## src/rtl/traffic_pkg.sv

```systemverilog
// Shared light encodings, phase state enum and light decode helpers for the
// traffic phase scheduler. PED_WALK exists only when PED_CROSSING_EN is defined.
package traffic_pkg;

  localparam logic [1:0] GREEN  = 2'b00;
  localparam logic [1:0] YELLOW = 2'b01;
  localparam logic [1:0] RED    = 2'b10;

  typedef enum logic [2:0] {
    GREEN_A  = 3'd0,
    YELLOW_A = 3'd1,
    RED_AB   = 3'd2,
    GREEN_B  = 3'd3,
    YELLOW_B = 3'd4,
    RED_BA   = 3'd5
`ifdef PED_CROSSING_EN
    , PED_WALK = 3'd6
`endif
  } phase_e;

  function automatic logic [1:0] light_a(input phase_e p);
    case (p)
      GREEN_A:  light_a = GREEN;
      YELLOW_A: light_a = YELLOW;
      default:  light_a = RED;
    endcase
  endfunction

  function automatic logic [1:0] light_b(input phase_e p);
    case (p)
      GREEN_B:  light_b = GREEN;
      YELLOW_B: light_b = YELLOW;
      default:  light_b = RED;
    endcase
  endfunction

endpackage

```

## src/rtl/phase_timer.sv

```systemverilog
// Per-phase dwell counter: zero in the first cycle after restart or reset,
// then counts up one per cycle and saturates at 255.
module phase_timer (
  input  logic       clk,
  input  logic       rst,
  input  logic       restart,
  output logic [7:0] count
);

  logic [7:0] r_count;

  always_ff @(posedge clk) begin
    if (rst || restart) begin
      r_count <= '0;
    end else if (r_count != '1) begin
      r_count <= r_count + 8'd1;
    end
  end

  assign count = r_count;

endmodule

```

## src/rtl/traffic_phase_scheduler.sv

```systemverilog
// Two-street traffic light phase scheduler with min/max green, yellow and
// all-red dwells. Optional pedestrian walk phase under macro PED_CROSSING_EN.
module traffic_phase_scheduler
  import traffic_pkg::*;
#(
  parameter int unsigned MIN_GREEN = 4,
  parameter int unsigned MAX_GREEN = 10,
  parameter int unsigned YELLOW_T  = 2,
  parameter int unsigned ALLRED_T  = 1,
  parameter int unsigned WALK_T    = 3
) (
  input  logic       clk,
  input  logic       rst,
`ifdef PED_CROSSING_EN
  input  logic       ped_req,
  output logic       walk,
`endif
  input  logic       TA,
  input  logic       TB,
  output logic [1:0] LA,
  output logic [1:0] LB,
  output logic [2:0] phase
);

  if (MIN_GREEN < 1 || MIN_GREEN > 255 || MAX_GREEN < MIN_GREEN || MAX_GREEN > 255 ||
      YELLOW_T < 1 || YELLOW_T > 255 || ALLRED_T < 1 || ALLRED_T > 255 ||
      WALK_T < 1 || WALK_T > 255) begin : g_bad_cfg
    $error("traffic_phase_scheduler: dwell parameter out of range");
  end

  localparam logic [7:0] C_MIN_LAST  = 8'(MIN_GREEN - 1);
  localparam logic [7:0] C_MAX_LAST  = 8'(MAX_GREEN - 1);
  localparam logic [7:0] C_YEL_LAST  = 8'(YELLOW_T - 1);
  localparam logic [7:0] C_RED_LAST  = 8'(ALLRED_T - 1);
`ifdef PED_CROSSING_EN
  localparam logic [7:0] C_WALK_LAST = 8'(WALK_T - 1);
`endif

  phase_e     r_state;
  phase_e     w_next;
  logic [1:0] r_la;
  logic [1:0] r_lb;
  logic [7:0] w_timer;
  logic       w_restart;
`ifdef PED_CROSSING_EN
  logic       r_ped_pend;
  logic       r_walk_to_b;
  logic       r_walk;
`endif

  phase_timer u_timer (
    .clk     (clk),
    .rst     (rst),
    .restart (w_restart),
    .count   (w_timer)
  );

  always_comb begin
    w_next = r_state;
    case (r_state)
      GREEN_A:  if (TB && w_timer >= C_MIN_LAST && (!TA || w_timer >= C_MAX_LAST)) w_next = YELLOW_A;
      YELLOW_A: if (w_timer >= C_YEL_LAST) w_next = RED_AB;
`ifdef PED_CROSSING_EN
      RED_AB:   if (w_timer >= C_RED_LAST) w_next = r_ped_pend ? PED_WALK : GREEN_B;
`else
      RED_AB:   if (w_timer >= C_RED_LAST) w_next = GREEN_B;
`endif
      GREEN_B:  if (TA && w_timer >= C_MIN_LAST && (!TB || w_timer >= C_MAX_LAST)) w_next = YELLOW_B;
      YELLOW_B: if (w_timer >= C_YEL_LAST) w_next = RED_BA;
`ifdef PED_CROSSING_EN
      RED_BA:   if (w_timer >= C_RED_LAST) w_next = r_ped_pend ? PED_WALK : GREEN_A;
      PED_WALK: if (w_timer >= C_WALK_LAST) w_next = r_walk_to_b ? GREEN_B : GREEN_A;
`else
      RED_BA:   if (w_timer >= C_RED_LAST) w_next = GREEN_A;
`endif
      default:  w_next = GREEN_A;
    endcase
  end

  // Restarting the timer on the transition edge makes it read 0 in a new state's first cycle.
  assign w_restart = (w_next != r_state);

  always_ff @(posedge clk) begin
    if (rst) begin
      r_state <= GREEN_A;
      r_la    <= GREEN;
      r_lb    <= RED;
`ifdef PED_CROSSING_EN
      r_ped_pend  <= 1'b0;
      r_walk_to_b <= 1'b0;
      r_walk      <= 1'b0;
`endif
    end else begin
      r_state <= w_next;
      r_la    <= light_a(w_next);
      r_lb    <= light_b(w_next);
`ifdef PED_CROSSING_EN
      r_walk  <= (w_next == PED_WALK);
      // Entry into the walk consumes the flag; a request in that same cycle re-arms it.
      if (w_restart && w_next == PED_WALK) begin
        r_ped_pend  <= ped_req;
        r_walk_to_b <= (r_state == RED_AB);
      end else if (ped_req) begin
        r_ped_pend  <= 1'b1;
      end
`endif
    end
  end

  assign LA    = r_la;
  assign LB    = r_lb;
  assign phase = r_state;
`ifdef PED_CROSSING_EN
  assign walk  = r_walk;
`endif

endmodule

```

## config.mk

```make
export PLATFORM = sky130hd
export DESIGN_NAME = traffic_phase_scheduler
export DESIGN_NICKNAME = d
export VERILOG_FILES = /design/src/rtl/traffic_pkg.sv /design/src/rtl/phase_timer.sv /design/src/rtl/traffic_phase_scheduler.sv
export SDC_FILE = /design/constraint.sdc
export NUM_CORES = 1
export LEC_CHECK = 0
export CAP_MARGIN = 20
export CORE_MARGIN = 2
export CORE_UTILIZATION = 53
export CTS_CLUSTER_DIAMETER = 120
export DETAILED_ROUTE_END_ITERATION = 8
export PLACE_DENSITY_LB_ADDON = 0.15
export SLEW_MARGIN = 20
export SYNTH_ARGS = -nofsm -noshare
export SYNTH_HDL_FRONTEND = slang
export SYNTH_SLANG_ARGS = --single-unit
export TNS_END_PERCENT = 50
```

## constraint.sdc

```tcl
create_clock -name clk -period 2.4 [get_ports clk]
set_clock_uncertainty 0.1 [all_clocks]
set_input_delay 0.24 -clock clk [delete_from_list [all_inputs] [get_ports clk]]
set_output_delay 0.24 -clock clk [all_outputs]
set_load 0.01 [all_outputs]
```

==> flow_metrics.tcl <==
set metrics [dict create \
    crit_chain "inv_1 -> ha_1 -> nor4bb_1 -> o311ai_1 -> a221oi_2 -> o21ai_2 -> nor2_1" \
    synthesis.nets 113 \
    busiest_layer "met2" \
    gp_congestion 0.8533 \
    antenna_found_initial 0 \
    layout-drive-gt1-share 0.1121 \
    die_h_um 44.77 \
    r2r_cells 7 \
    area_delta_synth_final_pct 14.63 \
    fin_crit_ns 2.062 \
    synth_cell_type_count 33 \
    drc 0 \
    p_leak_uw 0.0003554 \
    whs_ns 0.4518 \
    rows 14 \
    min_period_over_period 0.8590 \
    yosysWarnings 0 \
    p_per_area_nw_per_um2 784.0 \
    postRouteAntennaNets 0 \
    grt_max_degree 17 \
    grt_pass1_wl_um 2891 \
    nFillCells 125 \
    chipWidth_um 44.77 \
    yosysSeqAreaShare 0.3409 \
    yosys.area.top_type "dfxtp_1" \
    ir_drop_v 0.0005568 \
    r2r_setup_slack_ns 0.34 \
    cts.clk_slew.worst_paths_ns 0.09 \
    wirelength_um 1713 \
    port_buffers 10 \
    cts_resized 0 \
    hold_path_startpoint "u_timer.count[1]$_SDFFE_PP0P_" \
    crit_arrival_ns 2.13 \
    cts_max_path_buffers 2 \
    vias 826 \
    synth_area_leaders "dfxtp_1 34%, nor2_1 4.7%, nand3_1 4.5%" \
    cts_root_buf "clkbuf_4" \
    path_max_fanout 8 \
    track_usage 0.1948 \
    crit_type "register to register" \
    cts_setup_buffers 0 \
    setup_violations 0 \
    required_ns 2.47 \
    numCtsBuffers 3 \
    startpoint_type "register" \
    syn-instance-count 106 \
    design_area_um2 1010 \
    synth-main-ff-cell "dfxtp_1" \
    cts.sinks 15 \
    rsz0062_at_grt "false" \
    fmax_ghz 0.4850 \
    synth.most_common_cell "dfxtp_1" \
    synth-edff-count 0 \
    use_met2 0.3449 \
    dp_hpwl_um 1258 \
    ys_ff_latch 15 \
    slew_viol_final 0 \
    hold_viol 0 \
    synth_common_cells "15 x dfxtp_1, 11 x nor2_1, 8 x nand3_1, 7 x nand2_1" \
    grtUsageMet3 0.02400 \
    dr.pass1.iters 4 \
    die-area_um2 2004 \
    synth_top_area_frac 0.3409 \
    grt_pass1_vias 723 \
    wl_per_cell_um 12.98 \
    critPathMaxStageDelay_ns 0.43 \
    cts_tree "done" \
    tightest_slew_ns 0.4974 \
    htree_levels 1 \
    place_area_um2 982.2 \
    hold_depth 2 \
    ys_async_sr_fraction 0 \
    drtIter0Drc 19 \
    r2r-start "u_timer.count[0]$_SDFFE_PP0P_" \
    synth_area_um2 880.8 \
    status "completed" \
    slew_headroom 0.6631 \
    initial_core_util 0.5780 \
    syn_area_per_cell_um2 8.310 \
    setup_tns_ns 0 \
    cap_violations 0 \
    hp-class "register to register" \
    vias_per_cell 6.258 \
    cts_hold_buffers 0 \
    nNetsFinal 124 \
    insertion_delay_ns 0.29 \
    end_kind "register" \
    r2r-end "u_timer.count[0]$_SDFFE_PP0P_" \
    pin_count 11 \
    grt_util_met1 0.2244 \
    n_antenna_cell 0 \
    hold_end "u_timer.count[1]$_SDFFE_PP0P_" \
    slowest_stage "o311ai_1" \
    core-area_um2 1524 \
    grt-ovfl-total 0 \
]
==> through the flow <==
stage          total power [µW]  instances  worst slack [ns]    util
2_1_floorplan             550.4        106            0.5187       -
3_3_place_gp              632.5        128            0.3065  0.6445
3_5_place_dp              646.1        128            0.2001  0.6445
4_1_cts                   796.4        132            0.3104  0.6626
5_1_grt                   844.8        132            0.1495  0.6626
6_report                  791.6        132            0.3383  0.6626
==> report_power, final <==
| group | total (µW) | leakage (µW) | internal (µW) | switching [µW] |
|---|---|---|---|---|
| Clock | 150 | 0.0000177 | 62.0 | 87.8 |
| Sequential | 316 | 0.000122 | 281 | 35.7 |
| Combinational | 325 | 0.000216 | 143 | 183 |
| Total | 792 | 0.000355 | 485 | 306 |
==> final cells by class <==
class | instances | area (µm²) | share of cell area
Clock buffer | 3 | 22.52 | 0.02230
Clock inverter | 1 | 5.005 | 0.004957
Inverter | 6 | 22.52 | 0.02230
Multi-Input combinational cell | 80 | 531.8 | 0.5266
Sequential cell | 15 | 300.3 | 0.2974
Tap cell | 16 | 20.02 | 0.01983
Timing Repair Buffer | 11 | 107.6 | 0.1066
==> registers in the layout, summed over array words and instances, names as in the netlist <==
signal / count
LA: 2
LB: 2
phase: 3
u_timer.count: 8
==> cell usage in the layout (no fill, tap or decap), types with 2 or more instances in the layout <==
cell type / n
mux2i_1: 2
nand2_1: 7
dfxtp_1: 15
ha_1: 3
a21oi_1: 6
inv_1: 6
a211oi_2: 2
and3_1: 3
nor2b_1: 3
nand3_1: 8
o21ai_0: 4
a211oi_1: 2
nand2b_1: 3
nor3_1: 5
nor4bb_1: 2
clkbuf_4: 3
a31oi_1: 3
xnor2_1: 2
o311ai_1: 2
nand4_1: 2
nor2_1: 11
clkdlybuf4s50_1: 10
==> critical path: cells and delay by family, from the launching register on <==
family                   cells  cell delay (ns)
buffers and inverters        1             0.09
AO/OA/AOI/OAI                3             0.93
flip-flops                   1             0.38
adder cells (fa/ha/maj)      1             0.22
AND/OR/NAND/NOR              2             0.23
==> metal layers <==
metal,share of wire,wire [µm],vias up
met3,0.043,73,6
met1,0.46,790,398
met4,0.023,39,0
met5,0,0,-
met2,0.47,810,20
li1,-,-,402
==> logic make-up after synthesis <==
logic type | count (synthesis) | share of synthesized area
AO/OA/AOI/OAI | 23 | 0.1903
adder cells (fa/ha/maj) | 3 | 0.04262
buffers and inverters | 11 | 0.05539
AND/OR/NAND/NOR | 50 | 0.3281
XOR/XNOR | 2 | 0.01989
multiplexers | 2 | 0.02273
flip-flops | 15 | 0.3409
==> worst max-delay path by stage <==
stage                                  start                            end  slack (ns)  cells past startpoint
2_1_floorplan  u_timer.count[1]$_SDFFE_PP0P_  u_timer.count[4]$_SDFFE_PP0P_        0.52                      7
3_3_place_gp                              TA  u_timer.count[4]$_SDFFE_PP0P_        0.31                      6
3_5_place_dp                              TA  u_timer.count[0]$_SDFFE_PP0P_        0.20                      6
4_1_cts        u_timer.count[0]$_SDFFE_PP0P_  u_timer.count[0]$_SDFFE_PP0P_        0.31                      7
5_1_grt        u_timer.count[0]$_SDFFE_PP0P_  u_timer.count[7]$_SDFFE_PP0P_        0.15                      7
6_report       u_timer.count[0]$_SDFFE_PP0P_  u_timer.count[0]$_SDFFE_PP0P_        0.34                      7
Note: power is estimated with default switching activity, not from simulation.
